[src/rtl/fifo_wr_arbiter.sv]
// Frame-atomic two-requester round-robin arbiter for one shared FIFO write port.
// Provides per-requester frame counters and a mid-frame stall watchdog.
module fifo_wr_arbiter #(
  parameter int unsigned DATA_WIDTH  = 36,
  parameter int unsigned STALL_LIMIT = 255,
  parameter int unsigned CNT_WIDTH   = 16
) (
  input  logic                  clk,
  input  logic                  rst,
  input  logic                  req0_valid,
  input  logic [DATA_WIDTH-1:0] req0_data,
  input  logic                  req0_last,
  output logic                  req0_ready,
  input  logic                  req1_valid,
  input  logic [DATA_WIDTH-1:0] req1_data,
  input  logic                  req1_last,
  output logic                  req1_ready,
  input  logic                  fifo_full,
  output logic                  fifo_wr_en,
  output logic [DATA_WIDTH-1:0] fifo_wr_data,
  output logic                  fifo_wr_abort,
  output logic [1:0]            grant,
  output logic [CNT_WIDTH-1:0]  frames0,
  output logic [CNT_WIDTH-1:0]  frames1,
  output logic [CNT_WIDTH-1:0]  aborts
);

  localparam logic [1:0] IDLE = 2'd0;
  localparam logic [1:0] OWN0 = 2'd1;
  localparam logic [1:0] OWN1 = 2'd2;

  localparam logic [15:0] StallLim = 16'(STALL_LIMIT);

  logic [1:0]           state_q, state_d;
  logic                 last_q, last_d;
  logic [15:0]          stall_q, stall_d;
  logic                 abort_q, abort_d;
  logic [CNT_WIDTH-1:0] frames0_q, frames0_d;
  logic [CNT_WIDTH-1:0] frames1_q, frames1_d;
  logic [CNT_WIDTH-1:0] aborts_q, aborts_d;

  logic own0, own1, own_any;
  logic fire0, fire1, fire, fire_last;
  logic own_valid, stall_hit;

  // Handshake and pass-through datapath are purely combinational: zero latency.
  always_comb begin
    own0       = (state_q == OWN0);
    own1       = (state_q == OWN1);
    own_any    = own0 | own1;
    req0_ready = own0 & ~fifo_full;
    req1_ready = own1 & ~fifo_full;
    fire0      = req0_valid & req0_ready;
    fire1      = req1_valid & req1_ready;
    fire       = fire0 | fire1;
    fire_last  = (fire0 & req0_last) | (fire1 & req1_last);
    own_valid  = (own0 & req0_valid) | (own1 & req1_valid);
    // Backpressure cycles (valid high, full high) never advance the watchdog.
    stall_hit  = own_any & ~own_valid & ((stall_q + 16'd1) == StallLim);
  end

  always_comb begin
    fifo_wr_data = '0;
    if (own0) begin
      fifo_wr_data = req0_data;
    end else if (own1) begin
      fifo_wr_data = req1_data;
    end
  end

  assign fifo_wr_en    = fire;
  assign fifo_wr_abort = abort_q;
  assign grant         = {own1, own0};
  assign frames0       = frames0_q;
  assign frames1       = frames1_q;
  assign aborts        = aborts_q;

  always_comb begin
    state_d   = state_q;
    last_d    = last_q;
    stall_d   = stall_q;
    abort_d   = 1'b0;
    frames0_d = frames0_q;
    frames1_d = frames1_q;
    aborts_d  = aborts_q;
    case (state_q)
      IDLE: begin
        stall_d = '0;
        if (req0_valid && req1_valid) begin
          // Tie goes to whoever was not served last.
          state_d = last_q ? OWN0 : OWN1;
        end else if (req0_valid) begin
          state_d = OWN0;
        end else if (req1_valid) begin
          state_d = OWN1;
        end
      end
      OWN0, OWN1: begin
        if (fire) begin
          stall_d = '0;
          if (fire_last) begin
            state_d = IDLE;
            last_d  = own1;
            if (own0) begin
              frames0_d = frames0_q + CNT_WIDTH'(1);
            end else begin
              frames1_d = frames1_q + CNT_WIDTH'(1);
            end
          end
        end else if (!own_valid) begin
          if (stall_hit) begin
            state_d  = IDLE;
            last_d   = own1;
            stall_d  = '0;
            abort_d  = 1'b1;
            aborts_d = aborts_q + CNT_WIDTH'(1);
          end else begin
            stall_d = stall_q + 16'd1;
          end
        end
      end
      default: begin
        state_d = IDLE;
        stall_d = '0;
      end
    endcase
  end

  always_ff @(posedge clk) begin
    if (rst) begin
      state_q   <= IDLE;
      last_q    <= 1'b1;
      stall_q   <= '0;
      abort_q   <= 1'b0;
      frames0_q <= '0;
      frames1_q <= '0;
      aborts_q  <= '0;
    end else begin
      state_q   <= state_d;
      last_q    <= last_d;
      stall_q   <= stall_d;
      abort_q   <= abort_d;
      frames0_q <= frames0_d;
      frames1_q <= frames1_d;
      aborts_q  <= aborts_d;
    end
  end

endmodule

[config.mk]
export PLATFORM = sky130hd
export DESIGN_NAME = fifo_wr_arbiter
export DESIGN_NICKNAME = d
export VERILOG_FILES = /design/src/rtl/fifo_wr_arbiter.sv
export SDC_FILE = /design/constraint.sdc
export NUM_CORES = 1
export LEC_CHECK = 0
export CORE_MARGIN = 5
export CORE_UTILIZATION = 46
export DETAILED_ROUTE_END_ITERATION = 7
export GPL_TIMING_DRIVEN = 0
export PLACE_DENSITY = 0.86
export SYNTH_ARGS = -nofsm -noshare
export SYNTH_HDL_FRONTEND = slang
export SYNTH_SLANG_ARGS = --single-unit
export TNS_END_PERCENT = 20
[constraint.sdc]
create_clock -name clk -period 7.5 [get_ports clk]
set_input_delay 1.5 -clock clk [delete_from_list [all_inputs] [get_ports clk]]
set_output_delay 1.5 -clock clk [all_outputs]
set_load 0.02 [all_outputs]
==> metrics.txt, run 1 <==
status complete, no violations; worst r2r path cells 10; f_max 200 MHz; WHS Path Cells 2; htree depth 3; worst-path cell with the longest stage delay clkdlybuf4s50_1; Rel. slew slack 0.548; WL final 13,900 um; max-cap violations 0; count of state elements after synthesis 68; VDD IR-drop max 0.211 mV; boundary pin count 169; Bufs on Longest Clock Path 2; Clk pin slew, worst setup/hold paths 70 ps; Mapped Nets 561; CTS resizes 0; final hold vios 0; largest area contributor in the netlist dfxtp_1; Pre-antenna DRT Iters 5; Final Power 1.38 mW; Cell variety after synth 51; crit path cell chain clkdlybuf4s50_1, a22oi_1, clkbuf_1, nor2_1, clkdlybuf4s50_1; Top delay family on crit path buffers and inverters; Detail Placement HPWL 10,900 um; Seq/Total Area, Yosys 0.351; crit-path most repeated cell clkdlybuf4s50_1; fraction of layout cells with a size suffix above 1 0.0395; placed insts 747; CP Buf/Inv Count 3; Post-CTS Setup Bufs 0; largest cells by area after synthesis dfxtp_1, a22o_1, nor2_1; DRC 0; P_leak 2.03 nW; CTS buffer count 9; placer congestion estimate 0.943; Core Box Area 8220 um^2; reg2reg setup slack 4270 ps; post-layout minimum cycle time 5000 ps; Clock Sinks 68; PortBufs 168; clk_lat worst skew 350 ps; initial antenna violation count 1; pwr dens 233 nW/um^2; All-Layer GR Usage 0.263; vias after detailed routing 4,433; measured slew at the worst slew-check pin 677 ps; DR vias/cell 5.80; Reg-to-Reg End aborts[15]$_SDFFE_PP0P_; total global routing overflow 0; Area growth syn-to-layout 52.3%; Setup WS post-layout 2500 ps; num rows 33; global-route wire length before repair 21,200 um; Finished Layout Cells 764; RSZ-0062 raised after global routing no; worst path required time 6000 ps; CP Data Arrival Time 3500 ps; Worst path max stage delay 560 ps; vias in the first global route 4,199; worst-path fanout max 10; die extent in y 102 um; Critical Path Sink Type output port; cell count along the critical path 5; YS warnings 0; Final Cycle Share 0.667; largest net degree at the start of global routing 13; Mapped Area 3880 um^2; number of routed nets with antenna violations 0; Final Skew 9.55 ps; nets 740; count of pins over their slew limit 0; number of hold buffers added after cts 0; final setup fails 0; setup TNS 0 ps; CTS tree built; die width 102 um; Setup CP Type input pin to output port; end point of the critical path fifo_wr_en; Initial Util 0.473; share of the synthesized area in the top cell type 0.351; RR Startpoint stall_q[1]$_SDFFE_PP0N_; Iter 0 DRT Violations 337; worst slack, placed 2530 ps; wire per inst 18.3 um; CTS Root Cell clkbuf_8; CP Launch Point req1_valid; Die Area 10,400 um^2; Mapped Avg Cell Area 8.19 um^2; Hold WS 486 ps; Synth Instances 474; Min-Delay Path Class flip-flop to flip-flop; startpoint type of the worst setup path input pin
final cells by class:
class                   count  area, um^2
clock buffers              10         128
plain buffers              26         115
repair buffers            168        1680
clock inverters             6        88.8
inverters                  12        45.0
multi-input cells         368        2360
diodes                      1        2.50
well taps                 105         131
fillers                   633        2300
flip-flops and latches     68        1360
placed cells by master, fill, tap and decap left out, types with 3 or more instances in the layout:
cell type and n:
clkdlybuf4s50_1 168, dfxtp_1 68, nor2_1 62, nand2_1 40, a22o_1 36, a21oi_1 24
clkbuf_1 22, nand3_1 21, xor2_1 21, xnor2_1 18, nand4_1 16, and3_1 14
inv_1 12, o31ai_1 12, or4_1 12, o21ai_0 11, clkbuf_8 9, ha_1 8
nor3_1 7, o21ai_1 6, mux2i_1 6, nor2b_1 5, and2_1 5, or3_1 5
nand2b_1 3, nor3b_1 3
sequential cells by signal, indices dropped and copies added, names as in the netlist:
signal,cells
frames1,16
last_q,1
aborts,16
stall_q,16
frames0,16
fifo_wr_abort,1
state_q,2
cell usage after synthesis (all sizes together):
cell / instances
o31ai: 13
a31oi: 2
nand2: 40
or3: 6
and4: 2
nand4: 16
nor4b: 1
nor2: 62
nor2b: 5
o2111ai: 2
ha: 8
a32oi: 1
o2111a: 1
and3b: 1
nand4b: 2
o41ai: 1
or4: 12
a211oi: 2
a21boi: 2
nor3b: 3
o311ai: 2
a22o: 36
nor3: 7
a21oi: 24
and3: 14
mux2i: 6
buf: 5
mux2: 1
inv: 12
dfxtp: 68
or2: 1
o21ai: 17
and2: 5
a311o: 1
a311oi: 2
nand2b: 3
o31a: 1
nand3b: 1
clkbuf: 21
xor2: 21
nand3: 22
xnor2: 18
a22oi: 2
nor4: 2
worst min path at each step:
stage / slack [ps] / to / start
after floorplan: 450 / state_q[1]$_SDFFE_PP0P_ / state_q[1]$_SDFFE_PP0P_
after global placement: 460 / aborts[15]$_SDFFE_PP0P_ / aborts[15]$_SDFFE_PP0P_
after detailed placement: 480 / state_q[0]$_SDFFE_PP0P_ / state_q[0]$_SDFFE_PP0P_
after CTS: 490 / state_q[0]$_SDFFE_PP0P_ / state_q[0]$_SDFFE_PP0P_
after global routing: 520 / state_q[0]$_SDFFE_PP0P_ / state_q[0]$_SDFFE_PP0P_
final: 490 / state_q[0]$_SDFFE_PP0P_ / state_q[0]$_SDFFE_PP0P_
stage by stage:
step | utilization | area [um^2]
floorplan | - | 3880
global placement | 0.693 | 5700
detailed placement | 0.693 | 5700
CTS | 0.720 | 5910
global route | 0.720 | 5910
finish | 0.720 | 5910
metal layers:
layer,global-route usage,wire length (um),share of wire,up-vias
met5,0,0,0,-
met4,0.0949,412,0.030,0
met3,0.0696,1220,0.087,29
met2,0.478,7100,0.51,229
li1,-,-,-,2092
met1,0.296,5210,0.37,2083
power by group:
group | total, mW | internal [mW] | switching, mW
clock network | 0.336 | 0.187 | 0.148
logic | 0.662 | 0.298 | 0.365
registers | 0.380 | 0.369 | 0.0111
logic make-up after synthesis:
group                    share of synthesized area
AO/OA/AOI/OAI                                0.203
XOR/XNOR                                    0.0880
flip-flops                                   0.351
AND/OR/NAND/NOR                              0.273
buffers and inverters                       0.0412
multiplexers                                0.0184
adder cells (fa/ha/maj)                     0.0258
worst reg2reg max path: cells and delay by family (launching register included):
| kind | cells | cell delay, ps |
|---|---|---|
| fa+ha+maj | 1 | 350 |
| flops | 1 | 500 |
| mux | 1 | 90 |
| simple gates | 4 | 1370 |
| compound gates | 2 | 510 |
| buf+inv | 2 | 330 |
Power figures use the tool's default switching activity.
==> run 2: changes to the inputs <==
Settings changed: CORE_UTILIZATION 46 to 39, PLACE_DENSITY 0.86 to 0.78.
Clock period 7.5 ns to 4.4 ns, I/O delays scaled along.
==> run 2 against run 1 <==
  * Design area is 0.93% higher
  * Count of clock-buffer cells in the layout stayed put
  * Sequential power is 71% higher
  * Non-clock buffer count stayed put
  * First-iteration DRC count is 36% lower
  * Largest cell class unchanged
==> metrics.txt, run 2 (synthesis results as in run 1) <==
status complete, no violations (unchanged); global-route wire length before repair 20,800 um (was 21,200 um); nets 740 (unchanged); Core Box Area 9730 um^2 (was 8220 um^2); num rows 36 (was 33); CP Launch Point state_q[1]$_SDFFE_PP0P_ (was req1_valid); Hold WS 497 ps (was 486 ps); Die Area 12,100 um^2 (was 10,400 um^2); Clk pin slew, worst setup/hold paths 80 ps (was 70 ps); All-Layer GR Usage 0.221 (was 0.263); most frequent cells in the layout clkdlybuf4s50_1, dfxtp_1, nor2_1, nand2_1, a22o_1 (unchanged); die extent in y 110 um (was 102 um); final setup fails 0 (unchanged); Setup CP Type flip-flop to output port (was input pin to output port); RSZ-0062 raised after global routing no (unchanged); Clk network pwr share 0.265 (was 0.244); boundary pin count 169 (unchanged); wire per inst 16.9 um (was 18.3 um); count of pins over their slew limit 0 (unchanged); CTS buffer count 9 (unchanged); number of hold buffers added after cts 0 (unchanged); Area growth syn-to-layout 53.8% (was 52.3%); WL final 13,300 um (was 13,900 um); crit-path most repeated cell clkbuf_1 (was clkdlybuf4s50_1); Post-CTS Setup Bufs 0 (unchanged); CTS tree built (unchanged); f_max 257 MHz; total global routing overflow 0 (unchanged); clk_lat worst skew 350 ps (about the same); Int Pwr 1.51 mW (was 0.854 mW); placer congestion estimate 0.886 (was 0.943); Pre-antenna DRT Iters 4 (was 5); Critical Path Sink Type output port (unchanged); worst-path fanout max 10 (unchanged); CTS resizes 0 (unchanged); CP Data Arrival Time 3010 ps (was 3500 ps); Final Skew 8.20 ps (was 9.55 ps); Final Cycle Share 0.884; Rel. slew slack 0.534 (was 0.548); worst-path cell with the longest stage delay clkdlybuf4s50_1 (unchanged); CTS Root Cell clkbuf_8 (unchanged); Worst path max stage delay 670 ps (was 560 ps); Iter 0 DRT Violations 216 (was 337); measured slew at the worst slew-check pin 699 ps (was 677 ps); DR vias/cell 5.41 (was 5.80); fraction of layout cells with a size suffix above 1 0.0395 (unchanged); register share of total power 0.272 (was 0.276); startpoint type of the worst setup path flip-flop (was input pin); ANT cells 0 (was 1); Min-Delay Path Class flip-flop to flip-flop (unchanged); htree depth 3 (unchanged); max-cap violations 0 (unchanged); Top delay family on crit path buffers and inverters (unchanged); crit path cell chain inv_1, ha_1, clkbuf_1, nor2b_1, clkbuf_1, clkbuf_1, a22o_1, clkdlybuf4s50_1 (was clkdlybuf4s50_1, a22oi_1, clkbuf_1, nor2_1, clkdlybuf4s50_1); sw frac 0.366 (was 0.380); pwr dens 400 nW/um^2 (was 233 nW/um^2); P_leak 2.05 nW (was 2.03 nW); largest net degree at the start of global routing 13 (unchanged); share of power burned in combinational logic 0.463 (was 0.481); Initial Util 0.399 (was 0.473); CP Buf/Inv Count 5 (was 3); VDD IR-drop max 0.341 mV (was 0.211 mV); die width 110 um (was 102 um); DRC 0 (unchanged); min-delay src state_q[1]$_SDFFE_PP0P_ (was state_q[0]$_SDFFE_PP0P_); Detail Placement HPWL 10,400 um (was 10,900 um); final hold vios 0 (unchanged); post-layout minimum cycle time 3890 ps; vias in the first global route 4,198 (was 4,199); most common cell after layout, fill and taps aside clkdlybuf4s50_1 (unchanged); initial antenna violation count 0 (was 1); PortBufs 168 (unchanged); vias after detailed routing 4,277 (was 4,433); RR Startpoint stall_q[1]$_SDFFE_PP0N_ (unchanged); number of routed nets with antenna violations 0 (unchanged); Bufs on Longest Clock Path 2 (unchanged); Net Switching 0.873 mW (was 0.524 mW); worst path required time 3520 ps (was 6000 ps); Clock Sinks 68 (unchanged); setup TNS 0 ps (unchanged)
==> run 2: through the flow <==
| stage | setup slack [ps] | util | power (mW) | instances | area (um^2) |
|---|---|---|---|---|---|
| after floorplan | 1520 | - | 1.25 | 474 | 3880 |
| after global placement | 642 | 0.589 | 1.76 | 775 | 5730 |
| after detailed placement | 660 | 0.589 | 1.77 | 775 | 5730 |
| after CTS | 464 | 0.614 | 2.40 | 791 | 5970 |
| after global routing | 299 | 0.614 | 2.50 | 791 | 5970 |
| final | 510 | 0.614 | 2.39 | 791 | 5970 |
==> run 2: final timing paths <==
check                                          endpoint  slack, ps  depth (start not counted)
worst min register to register  state_q[1]$_SDFFE_PP0P_        500                          2
worst max-delay path                   fifo_wr_data[20]        510                          8
worst min-delay path            state_q[1]$_SDFFE_PP0P_        500                          2
worst max register to register  aborts[15]$_SDFFE_PP0P_       1160                         10
==> run 2: power groups by stage <==
| stage | registers, mW | clock network [mW] | logic (mW) |
|---|---|---|---|
| finish | 0.648 | 0.633 | 1.11 |
| global placement | 0.661 | 0 | 1.10 |
| detailed placement | 0.662 | 0 | 1.10 |
| global route | 0.651 | 0.670 | 1.18 |
| CTS | 0.648 | 0.640 | 1.11 |
| floorplan | 0.657 | 0 | 0.593 |
==> run 2: final cells by class <==
type	count	area, um^2
Fill cell	875	3760
Clock buffer	10	128
Timing Repair Buffer	168	1680
Tap cell	133	166
Clock inverter	6	111
Sequential cell	68	1360
Inverter	12	45.0
Buffer	26	115
Multi-Input combinational cell	368	2360
==> run 2: metal layers <==
| metal | track usage | vias to the layer above | share of wire |
|---|---|---|---|
| li1 | - | 2082 | - |
| met1 | 0.236 | 2000 | 0.37 |
| met2 | 0.398 | 174 | 0.51 |
| met3 | 0.0863 | 21 | 0.097 |
| met4 | 0.0721 | 0 | 0.019 |
| met5 | 0 | - | 0 |
==> run 2: worst register-to-register path: cells and delay by family, from the launching register on <==
| kind | cells | cell delay [ps] |
|---|---|---|
| AOI/OAI and AO/OA | 2 | 510 |
| adders and majority gates | 1 | 350 |
| buffers and inverters | 2 | 330 |
| DFF | 1 | 490 |
| muxes | 1 | 90 |
| and+or+nand+nor | 4 | 1380 |
